==> src/rtl/hswish_stream_pkg.sv <==
// Shared types and Q-format constants for the streaming activation unit.
// Imported by the lane datapath and the stream top level.
package act_pkg;

  localparam int SAT_W = 16;

  typedef enum logic [2:0] {
    BYPASS = 3'd0,
    RELU   = 3'd1,
    RELU6  = 3'd2,
    HSIG   = 3'd3,
    HSWISH = 3'd4
  } act_mode_e;

  typedef enum logic [1:0] {
    SEL_PASS,
    SEL_DIV6,
    SEL_DIVQ
  } div_sel_e;

  function automatic int three_q(input int frac);
    return 3 << frac;
  endfunction

  function automatic int six_q(input int frac);
    return 6 << frac;
  endfunction

endpackage

==> src/rtl/hswish_lane.sv <==
// One element's activation datapath: S1 offset/clamp, S2 select/product,
// S3 floor-divide, left shift and saturation.
module hswish_lane
  import act_pkg::*;
#(
  parameter int WIDTH = 8,
  parameter int FRAC  = 4
) (
  input  logic                    clk,
  input  logic                    rst,
  input  logic                    ld1_i,
  input  logic                    ld2_i,
  input  logic                    ld3_i,
  input  logic signed [WIDTH-1:0] x_i,
  input  logic [2:0]              mode_i,
  input  logic [1:0]              lshift_i,
  output logic [WIDTH-1:0]        y_o,
  output logic                    sat_o
);

  localparam int RW = WIDTH + 2;
  localparam int NW = 2*WIDTH + 2;
  localparam int ZW = NW + 3;

  localparam logic signed [RW-1:0] THREE_R = RW'(three_q(FRAC));
  localparam logic signed [RW-1:0] SIX_R   = RW'(six_q(FRAC));
  localparam logic signed [NW-1:0] THREE_N = NW'(three_q(FRAC));
  localparam logic signed [NW-1:0] SIX_N   = NW'(six_q(FRAC));
  localparam logic signed [NW-1:0] DIV6_N  = NW'(6);
  localparam logic signed [NW-1:0] SIXQ_N  = NW'(six_q(FRAC));
  localparam logic signed [ZW-1:0] ZMAX    = ZW'((1 << (WIDTH-1)) - 1);
  localparam logic signed [ZW-1:0] ZMIN    = ~ZMAX;

  logic signed [RW-1:0]    xr, rsum, r_d, r1_q;
  logic signed [WIDTH-1:0] x1_q;

  assign xr   = RW'(x_i);
  assign rsum = xr + THREE_R;

  always_comb begin
    r_d = rsum;
    if (rsum < 0)
      r_d = '0;
    else if (rsum > SIX_R)
      r_d = SIX_R;
  end

  logic signed [NW-1:0] xn, rn, prod, n_d, n2_q;
  div_sel_e             sel_d, sel2_q;

  assign xn   = NW'(x1_q);
  assign rn   = NW'(r1_q);
  assign prod = xn * rn;

  always_comb begin
    n_d   = xn;
    sel_d = SEL_PASS;
    case (mode_i)
      RELU: begin
        if (xn < 0) n_d = '0;
      end
      RELU6: begin
        if (xn < 0)
          n_d = '0;
        else if (xn > SIX_N)
          n_d = SIX_N;
      end
      HSIG: begin
        n_d   = rn + NW'(3);
        sel_d = SEL_DIV6;
      end
      HSWISH: begin
        n_d   = prod + THREE_N;
        sel_d = SEL_DIVQ;
      end
      default: ;
    endcase
  end

  // Signed '/' truncates toward zero; step negatives with a remainder down.
  logic signed [NW-1:0] q6, qq, rq, qf, y;
  logic signed [ZW-1:0] z;
  logic [WIDTH-1:0]     y_d;
  logic                 sat_d;

  assign q6 = n2_q / DIV6_N;
  assign qq = n2_q / SIXQ_N;
  assign rq = n2_q % SIXQ_N;
  assign qf = (n2_q[NW-1] && rq != '0) ? qq - NW'(1) : qq;

  always_comb begin
    unique case (sel2_q)
      SEL_DIV6: y = q6;
      SEL_DIVQ: y = qf;
      default:  y = n2_q;
    endcase
  end

  assign z = ZW'(y) <<< lshift_i;

  always_comb begin
    y_d   = z[WIDTH-1:0];
    sat_d = 1'b0;
    if (z > ZMAX) begin
      y_d   = ZMAX[WIDTH-1:0];
      sat_d = 1'b1;
    end else if (z < ZMIN) begin
      y_d   = ZMIN[WIDTH-1:0];
      sat_d = 1'b1;
    end
  end

  always_ff @(posedge clk or posedge rst) begin
    if (rst) begin
      x1_q   <= '0;
      r1_q   <= '0;
      n2_q   <= '0;
      sel2_q <= SEL_PASS;
      y_o    <= '0;
      sat_o  <= 1'b0;
    end else begin
      if (ld1_i) begin
        x1_q <= x_i;
        r1_q <= r_d;
      end
      if (ld2_i) begin
        n2_q   <= n_d;
        sel2_q <= sel_d;
      end
      if (ld3_i) begin
        y_o   <= y_d;
        sat_o <= sat_d;
      end
    end
  end

endmodule

==> src/rtl/hswish_stream.sv <==
// Three-stage valid/ready activation stream: valid chain, per-beat
// sideband, saturation counter and reserved-mode error flag.
module hswish_stream
  import act_pkg::*;
#(
  parameter int WIDTH = 8,
  parameter int FRAC  = 4,
  parameter int LANES = 4
) (
  input  logic                     clk,
  input  logic                     rst,
  input  logic                     in_valid,
  output logic                     in_ready,
  input  logic [LANES*WIDTH-1:0]   in_data,
  input  logic [2:0]               in_mode,
  input  logic [1:0]               in_lshift,
  input  logic                     in_last,
  output logic                     out_valid,
  input  logic                     out_ready,
  output logic [LANES*WIDTH-1:0]   out_data,
  output logic                     out_last,
  input  logic                     clr_stats,
  output logic [SAT_W-1:0]         sat_cnt,
  output logic                     err_mode
);

  if (FRAC < 0 || FRAC > WIDTH - 4) begin : g_bad_frac
    $error("hswish_stream: FRAC must lie in 0..WIDTH-4");
  end

  logic v1_q, v2_q, v3_q;
  logic en1, en2, en3;
  logic in_hs, out_hs, ld2, ld3;

  assign en3       = !v3_q || out_ready;
  assign en2       = !v2_q || en3;
  assign en1       = !v1_q || en2;
  assign in_ready  = en1;
  assign in_hs     = in_valid && en1;
  assign out_hs    = v3_q && out_ready;
  assign ld2       = en2 && v1_q;
  assign ld3       = en3 && v2_q;
  assign out_valid = v3_q;

  logic [2:0] mode1_q;
  logic [1:0] lshift1_q, lshift2_q;
  logic       last1_q, last2_q;

  always_ff @(posedge clk or posedge rst) begin
    if (rst) begin
      v1_q      <= 1'b0;
      v2_q      <= 1'b0;
      v3_q      <= 1'b0;
      mode1_q   <= '0;
      lshift1_q <= '0;
      lshift2_q <= '0;
      last1_q   <= 1'b0;
      last2_q   <= 1'b0;
      out_last  <= 1'b0;
    end else begin
      if (en1) v1_q <= in_valid;
      if (en2) v2_q <= v1_q;
      if (en3) v3_q <= v2_q;
      if (in_hs) begin
        mode1_q   <= in_mode;
        lshift1_q <= in_lshift;
        last1_q   <= in_last;
      end
      if (ld2) begin
        lshift2_q <= lshift1_q;
        last2_q   <= last1_q;
      end
      if (ld3) out_last <= last2_q;
    end
  end

  logic [LANES-1:0] sat_v;

  for (genvar i = 0; i < LANES; i++) begin : g_lane
    hswish_lane #(
      .WIDTH (WIDTH),
      .FRAC  (FRAC)
    ) u_lane (
      .clk      (clk),
      .rst      (rst),
      .ld1_i    (in_hs),
      .ld2_i    (ld2),
      .ld3_i    (ld3),
      .x_i      (in_data[i*WIDTH +: WIDTH]),
      .mode_i   (mode1_q),
      .lshift_i (lshift2_q),
      .y_o      (out_data[i*WIDTH +: WIDTH]),
      .sat_o    (sat_v[i])
    );
  end

  logic [SAT_W-1:0] sat_cnt_d, sat_cnt_q;
  logic             err_d, err_q;

  // Clear beats a coincident increment; a coincident error set beats clear.
  always_comb begin
    sat_cnt_d = sat_cnt_q;
    err_d     = err_q;
    if (clr_stats)
      sat_cnt_d = '0;
    else if (out_hs && |sat_v && sat_cnt_q != '1)
      sat_cnt_d = sat_cnt_q + 1'b1;
    if (in_hs && in_mode >= 3'd5)
      err_d = 1'b1;
    else if (clr_stats)
      err_d = 1'b0;
  end

  always_ff @(posedge clk or posedge rst) begin
    if (rst) begin
      sat_cnt_q <= '0;
      err_q     <= 1'b0;
    end else begin
      sat_cnt_q <= sat_cnt_d;
      err_q     <= err_d;
    end
  end

  assign sat_cnt  = sat_cnt_q;
  assign err_mode = err_q;

endmodule
==> config.mk <==
export PLATFORM = sky130hd
export DESIGN_NAME = hswish_stream
export DESIGN_NICKNAME = d
export VERILOG_FILES = /design/src/rtl/hswish_stream_pkg.sv /design/src/rtl/hswish_lane.sv /design/src/rtl/hswish_stream.sv
export SDC_FILE = /design/constraint.sdc
export NUM_CORES = 2
export LEC_CHECK = 0
export CAP_MARGIN = 20
export CORE_MARGIN = 2
export CORE_UTILIZATION = 30
export CTS_CLUSTER_SIZE = 8
export DETAILED_ROUTE_END_ITERATION = 12
export PLACE_DENSITY_LB_ADDON = 0.08
export SLEW_MARGIN = 20
export SYNTH_ARGS = -nofsm -noshare
export SYNTH_HDL_FRONTEND = slang
export SYNTH_HIERARCHICAL = 1
export SYNTH_SLANG_ARGS = --single-unit
==> constraint.sdc <==
create_clock -name clk -period 8.6 [get_ports clk]
set_input_delay 1.29 -clock clk [delete_from_list [all_inputs] [get_ports clk]]
set_output_delay 1.29 -clock clk [all_outputs]
set_load 0.01 [all_outputs]
* Yosys cells after proc, flatten, opt, wreduce, memory -nomap -nowiden
Index checks and enable logic that the tools add are counted.
** Operators by class
- Add/sub/neg operators :: 17
- Multipliers :: 4
- Divide/modulo/power cells :: 12
- Magnitude comparators :: 25
- Equal/unequal tests :: 7
- Shift-type cells :: 4
- Multiplexer cells :: 53
- Reductions and logical operators :: 24
** Operators with widths (count)
- two-way mux 18 bit :: 16
- case mux 18 bit (4 select lines) :: 4
- case mux 18 bit (2 select lines) :: 4
- > comparator 21 x 8 -> 1 bit, second input constant :: 4
- < comparator 21 x 8 -> 1 bit, second input constant :: 4
- <<< shifter 18 x 2 -> 21 bit :: 4
- two-way mux 10 bit :: 8
- adder 18 x 7 -> 18 bit, second input constant :: 4
- divider 18 x 4 -> 18 bit, second input constant :: 4
- divider 18 x 8 -> 18 bit, second input constant :: 4
- modulo 18 x 8 -> 18 bit, second input constant :: 4
- multiplier 8 x 10 -> 18 bit :: 4
- nonzero test 18 bit :: 4
- subtractor 18 x 2 -> 18 bit, second input constant :: 4
- two-way mux 8 bit :: 8
- adder 10 x 3 -> 11 bit, second input constant :: 4
- adder 8 x 7 -> 9 bit, second input constant :: 4
- > comparator 9 x 8 -> 1 bit, second input constant :: 4
- < comparator 9 x 1 -> 1 bit, second input constant :: 4
- > comparator 8 bit, second input constant :: 4
- < comparator 8 x 1 -> 1 bit, second input constant :: 4
- two-way mux 16 bit :: 2
- adder 16 x 1 -> 16 bit, second input constant :: 1
- inequality test 16 bit, second input constant :: 1
- other kinds (13) :: 38
** Word-level totals
- Register bits after elaboration :: 212
- Input bits :: 43
- Logic and storage cells :: 178

* Longest topological paths before layout
- Word-level depth :: 9
- Gate-level depth with buffers :: 34
- Depth with buffers taken out :: 29

* Modules after synthesis
The synthesis kept the hierarchy.
** Modules (own cells, without submodules)
- hswish_lane (g_lane[0].u_lane ...) :: times used 2, cells each 1305, area an instance 9626.7 um^2, seq. area each 1126.1 um^2
- hswish_lane (g_lane[2].u_lane) :: times used 1, cells each 1243, area an instance 9188.8 um^2, seq. area each 1126.1 um^2
- hswish_lane (g_lane[3].u_lane) :: times used 1, cells each 1217, area an instance 9156.3 um^2, seq. area each 1126.1 um^2
- hswish_stream :: times used 1, cells each 140, area an instance 1546.5 um^2, seq. area each 750.7 um^2

* Worst setup path before layout
No wires, ideal clock.
- Path type :: register to register
- Start :: register g_lane[0].u_lane.n2_q[3]
- End :: register g_lane[0].u_lane.y_o[2]
- Arrival time :: 8.016 ns
- Required time :: 8.464 ns
- Setup slack :: 0.448 ns
- Cell stages (with the launch flop) :: 32
- Period minus slack after synthesis :: 8.152 ns
- Cells stage by stage :: dfrtp_1 > buf_6 > or4_4 > buf_6 > o41ai_4 > xnor2_1 > buf_2 > nand3_1 > o221a_2 > o22ai_1 > nor4_1 > mux2_2 > or4b_1 > buf_2 > a2111oi_1 > a21o_1 > clkbuf_1 > mux2_2 > and4b_1 > nand2_1 > ha_1 > inv_1 > a2111o_1 > or3_1 > clkbuf_1 > a211oi_1 > a31oi_1 > mux2_2 > a2111oi_0 > o2111ai_1 > o21ai_1 > o22ai_1
** On the way
- Longest elaborated chain between the ends :: 9
** Ends and longest elaborated chain
- start, declared :: RTL line hswish_lane.sv:48 : logic signed [NW-1:0] xn, rn, prod, n_d, n2_q;
- start signal, assigned :: RTL line hswish_lane.sv:127 : n2_q <= n_d;
- branches (longest 4 deep; another with divider 18 x 8 -> 18 bit)
- case mux 18 bit (2 select lines) * :: RTL line hswish_lane.sv:92 : unique case (sel2_q)
- <<< shifter 18 x 2 -> 21 bit * :: RTL line hswish_lane.sv:99 : assign z = ZW'(y) <<< lshift_i;
- < comparator 21 x 8 -> 1 bit :: RTL line hswish_lane.sv:107 : end else if (z < ZMIN) begin
- two-way mux 8 bit :: RTL line hswish_lane.sv:107
- two-way mux 8 bit * :: RTL line hswish_lane.sv:104 : if (z > ZMAX) begin
- end signal, assigned :: RTL line hswish_lane.sv:131 : y_o <= y_d;
- end, declared :: RTL line hswish_lane.sv:17 : output logic [WIDTH-1:0] y_o,
Every way passes the cells marked *.
A chain may end at the register's enable or synchronous reset.

* Final worst setup path
- Start :: register g_lane[3].u_lane.n2_q[9]
- End :: register g_lane[3].u_lane.y_o[5]
** On the way
- Longest elaborated chain between the ends :: 9
** Ends and longest elaborated chain (RTL line)
- start, declared :: hswish_lane.sv:48
- start signal, assigned :: hswish_lane.sv:127
- branches (longest 4 deep; another with divider 18 x 8 -> 18 bit)
- case mux 18 bit (2 select lines) * :: hswish_lane.sv:92
- <<< shifter 18 x 2 -> 21 bit * :: hswish_lane.sv:99
- < comparator 21 x 8 -> 1 bit :: hswish_lane.sv:107
- two-way mux 8 bit :: hswish_lane.sv:107
- two-way mux 8 bit * :: hswish_lane.sv:104
- end signal, assigned :: hswish_lane.sv:131
- end, declared :: hswish_lane.sv:17
Marks and branches as above.

==> run summary <==
The run finished with clean final reports. The number of antenna violations at the first check in global routing is 9. The count of fill cells added during filler insertion came out at 13950. After routing, the total negative slack on setup checks comes to 0 ns.

The slowest cell on the critical path is sky130_fd_sc_hd__or4_4. For this run, the slowest stage of the critical path takes 0.64 ns. TritonCTS built the clock tree. The worst setup path is captured at a register.

The share of the synthesized area in the top cell type came out at 13.42%. The synthesized area divided by synthesized cell count is 7.513 um^2. The first detailed-routing pass took 7 iterations. The min-delay analysis places its worst path in the category reg2reg. The total number of clock tree sinks came out at 210. The post-synthesis net count came out at 5622.

The global route total overflow is 0. The kind of cell with the highest combined delay along the critical path is simple AND/OR/NAND/NOR gates. Dividing the detail-routed wire length by the instance count gives 21.52 um. The final layout contains 5733 nets. The start-to-end type of the worst setup path is reg2reg. In this run, CTS created clock tree buffers numbering 36.

The final count of pins violating max slew is 0. The area of the multi-input gates is 0.03142 mm^2. The initial detailed-routing violation count came out at 3467.

The clock period minus worst slack is 8.167 ns. The synthesis-to-finish area growth is 14.53%. The buffer and inverter count on the worst path came out at 2.

The count of cell instances traversed by the critical path is 26. For the worst setup path, the data arrival time is 8.61 ns. During placement, the flow inserted port buffers numbering 94. The maximum net fanout on the critical path is 8. The footprint of the flip-flops and latches came out at 0.005269 mm^2.

The worst setup skew after layout is 0.03782 ns. In this run the critical register-to-register path is captured at g_lane[3].u_lane/y_o[5]. The number of warnings reported in the yosys synthesis log came out at 6. The cell sitting at the root of the clock tree is a sky130_fd_sc_hd__clkbuf_16.

The hold-fix buffer count after cts is 0. The placer's final routability congestion estimate is 0.9229. The number of rows created at floorplan is 132. For this run, the leading register cell type out of synthesis is sky130_fd_sc_hd__dfrtp_1.

Counting every instance in the synthesized netlist gives 5210. The global router's overall resource usage is 22.46%. The core area is 0.1295 mm^2.

The slack of the worst reg-to-reg path is 0.43 ns. The clock-pin slew on the worst setup and hold paths is 0.05 ns. The share of async-settable or async-resettable flops after synthesis is 100.0%. Setup repair after global routing left no endpoint under its margin.

Based on the critical path, the design can be clocked at up to 122.5 MHz. The synthesized design contains 0 enable-type register cells. The final critical path takes up 94.96% of the cycle. Pin placement for this block handled 95 I/O pins. The number of failing hold endpoints at the final stage is 0. Counting flops and latches in the post-synthesis netlist gives 210. The first global-routing pass estimated 239600 um of wire. The post-detailed-route DRC marker count is 0. The die span in y came out at 365.2 um.

The number of global-route vias before repair is 39470. In the routed layout, each cell is associated on average with a via count of 5.724. Following the worst setup path forward leads to its endpoint at g_lane[3].u_lane/y_o[5]. The netlist area before placement is 0.03915 mm^2. Setup violations remaining at the end of the flow were counted as 0.

The share of layout cells above drive strength 1 came out at 13.80%. The antenna violation net count after detailed routing is 0. Measured against its own limit, the worst slew margin works out to 24.66%. The count of different cell masters after synthesis is 144. The later pin in the worst-skew pair is clocked with a latency of 0.59 ns. At the pin with the least slew margin, the transition time is 1.127 ns. The critical path data required time is 9.05 ns. The H-tree depth is 2. In this run the critical register-to-register path is launched from g_lane[3].u_lane/n2_q[9].

The starting utilization of the core area is 30.23%. The area of the die is 0.1334 mm^2. Entering global routing, the biggest net connects 70 pins.

Detailed routing inserted a total of 40550 vias. The biggest area contributor in the post-synthesis netlist is sky130_fd_sc_hd__dfrtp_1. The worst setup path is launched from a register. The die width came out at 365.2 um.

In this run the worst setup path begins at g_lane[3].u_lane/n2_q[9]. The total wirelength of the detailed-routed design came out at 152500 um. By area the synthesized netlist is led by sky130_fd_sc_hd__dfrtp_1 13%, sky130_fd_sc_hd__fa_1 8.0%, sky130_fd_sc_hd__ha_1 6.8%, sky130_fd_sc_hd__nand2_1 5.4%, sky130_fd_sc_hd__nor2_1 4.7%.

The fraction of the yosys area taken by sequential cells came out at 13.42%. The number of buffers on the longest clock path is 3. The cell depth of the worst flop-to-flop path came out at 26. The half-perimeter wire length of the detailed placement result is 119000 um. The number of maximum-capacitance violations came out at 0.
worst min-delay path by stage:
stage / start / cells past startpoint / to
after floorplan: v1_q / 1 / v2_q
after global placement: v1_q / 1 / v2_q
after detailed placement: v1_q / 1 / v2_q
after CTS: v1_q / 1 / v2_q
after global routing: mode1_q[0] / 1 / mode1_q[0]
final: v1_q / 1 / v2_q
cell usage in the layout (no fill, tap or decap), types with 59 or more instances in the layout:
cell type                         instances
sky130_fd_sc_hd__o21ai_0                263
sky130_fd_sc_hd__o31ai_1                 62
sky130_fd_sc_hd__buf_4                  332
sky130_fd_sc_hd__nand2_1                558
sky130_fd_sc_hd__o22ai_1                 62
sky130_fd_sc_hd__a31oi_1                 77
sky130_fd_sc_hd__and2_1                 135
sky130_fd_sc_hd__fa_1                   156
sky130_fd_sc_hd__nor4_1                  67
sky130_fd_sc_hd__o211ai_1                66
sky130_fd_sc_hd__inv_1                  357
sky130_fd_sc_hd__ha_1                   212
sky130_fd_sc_hd__nor3_1                 130
sky130_fd_sc_hd__a21oi_1                292
sky130_fd_sc_hd__nand3_1                137
sky130_fd_sc_hd__xor2_1                  87
sky130_fd_sc_hd__nand4_1                 71
sky130_fd_sc_hd__xnor2_1                172
sky130_fd_sc_hd__dfrtp_1                203
sky130_fd_sc_hd__nor2_1                 488
sky130_fd_sc_hd__mux2_2                  59
sky130_fd_sc_hd__clkdlybuf4s50_1         94
layout make-up:
class,count,share of cell area (%)
Multi-Input combinational cell,4279,70.08
Sequential cell,210,11.75
Timing Repair Buffer,427,7.683
Tap cell,1742,4.861
Inverter,367,3.081
Clock buffer,49,2.233
Clock inverter,9,0.3042
Antenna cell,1,0.005581
what timing repair did:
action	4_1_cts	5_1_grt
buffers inserted	0	16
endpoints found under the setup margin	8	32
pin swaps	0	13
resized for setup	2	92
Yosys cell counts (24+ instances only):
cell type / n
sky130_fd_sc_hd__dfrtp_1: 210
sky130_fd_sc_hd__nand2b_1: 52
sky130_fd_sc_hd__mux2i_1: 53
sky130_fd_sc_hd__nand4_1: 71
sky130_fd_sc_hd__a211oi_1: 58
sky130_fd_sc_hd__a21o_1: 49
sky130_fd_sc_hd__buf_6: 24
sky130_fd_sc_hd__o21ai_1: 36
sky130_fd_sc_hd__a211o_1: 26
sky130_fd_sc_hd__nor2_1: 490
sky130_fd_sc_hd__mux2_2: 59
sky130_fd_sc_hd__nor2b_1: 27
sky130_fd_sc_hd__or4_1: 39
sky130_fd_sc_hd__buf_2: 47
sky130_fd_sc_hd__or3_1: 45
sky130_fd_sc_hd__inv_1: 363
sky130_fd_sc_hd__fa_1: 156
sky130_fd_sc_hd__nand3_1: 141
sky130_fd_sc_hd__a221oi_1: 32
sky130_fd_sc_hd__nand2_1: 562
sky130_fd_sc_hd__o21bai_1: 34
sky130_fd_sc_hd__a41oi_1: 25
sky130_fd_sc_hd__nor3_1: 138
sky130_fd_sc_hd__and2_1: 135
sky130_fd_sc_hd__and3_1: 33
sky130_fd_sc_hd__o31ai_1: 64
sky130_fd_sc_hd__xnor2_1: 179
sky130_fd_sc_hd__ha_1: 213
sky130_fd_sc_hd__nor4_1: 69
sky130_fd_sc_hd__o21ai_0: 267
sky130_fd_sc_hd__o211ai_1: 66
sky130_fd_sc_hd__a31oi_1: 78
sky130_fd_sc_hd__xor2_1: 87
sky130_fd_sc_hd__o22ai_1: 63
sky130_fd_sc_hd__o2111ai_1: 29
sky130_fd_sc_hd__a21oi_1: 295
sky130_fd_sc_hd__clkbuf_1: 262
per-stage QoR:
stage	worst slack (ns)	instances	cell area [um^2]	utilization, %	hold WS [ns]
final	0.4334	7084	44830	34.63	0.4760
after global routing	0.0001004	7083	44830	34.62	0.5235
after CTS	0.02366	7067	44220	34.15	0.4808
after detailed placement	-0.04200	7009	43070	33.26	0.4710
after global placement	-0.08056	7009	43070	33.26	0.4684
after floorplan	0.4479	5210	39150	-	0.4576
registers in the layout (all words and copies together) (netlist names), 2 cells and up:
signal,count
g_lane.u_lane/y_o,32
lshift1_q,2
g_lane.u_lane/x1_q,32
sat_cnt,16
g_lane.u_lane/n2_q,72
g_lane.u_lane/sat_o,4
lshift2_q,2
mode1_q,3
g_lane.u_lane/r1_q,32
g_lane.u_lane/sel2_q,8
routing by layer:
| layer | vias to the layer above | GRT usage (%) | part of all wire [%] |
|---|---|---|---|
| met2 | 1264 | 36.19 | 45 |
| met1 | 19740 | 31.78 | 47 |
| met5 | - | 0 | 0.058 |
| met4 | 14 | 4.817 | 2.1 |
| met3 | 181 | 2.995 | 5.6 |
| li1 | 19350 | - | - |
cell families after synthesis:
group / after synthesis / share of synthesized area [%]
flops: 210 / 13.42
simple gates: 1961 / 25.36
fa+ha+maj: 370 / 14.81
xor+xnor: 272 / 6.201
buf+inv: 721 / 7.623
mux: 121 / 3.407
compound gates: 1555 / 29.18
worst reg2reg max path: stages (launching register included):
cell and delay (ns):
sky130_fd_sc_hd__dfrtp_1 0.57, sky130_fd_sc_hd__or4_4 0.64, sky130_fd_sc_hd__nor4_2 0.34, sky130_fd_sc_hd__mux2i_1 0.39, sky130_fd_sc_hd__or2_0 0.37, sky130_fd_sc_hd__nor2_2 0.14
sky130_fd_sc_hd__a221o_1 0.39, sky130_fd_sc_hd__o21ai_2 0.34, sky130_fd_sc_hd__a211oi_2 0.13, sky130_fd_sc_hd__o41a_4 0.56, sky130_fd_sc_hd__nor2_4 0.20, sky130_fd_sc_hd__o21ai_1 0.19
sky130_fd_sc_hd__inv_1 0.13, sky130_fd_sc_hd__ha_2 0.26, sky130_fd_sc_hd__inv_1 0.10, sky130_fd_sc_hd__or3_1 0.37, sky130_fd_sc_hd__a21oi_1 0.15, sky130_fd_sc_hd__mux2_4 0.19
sky130_fd_sc_hd__or4b_4 0.52, sky130_fd_sc_hd__nor3_1 0.25, sky130_fd_sc_hd__xnor2_1 0.14, sky130_fd_sc_hd__o21ai_0 0.21, sky130_fd_sc_hd__o32ai_2 0.33, sky130_fd_sc_hd__mux2i_1 0.16
sky130_fd_sc_hd__or4_4 0.52, sky130_fd_sc_hd__o22ai_4 0.28, sky130_fd_sc_hd__o22ai_1 0.15
Power is not shown: default switching activity piles up to over one toggle a cycle in this logic, so the estimate is an artifact.
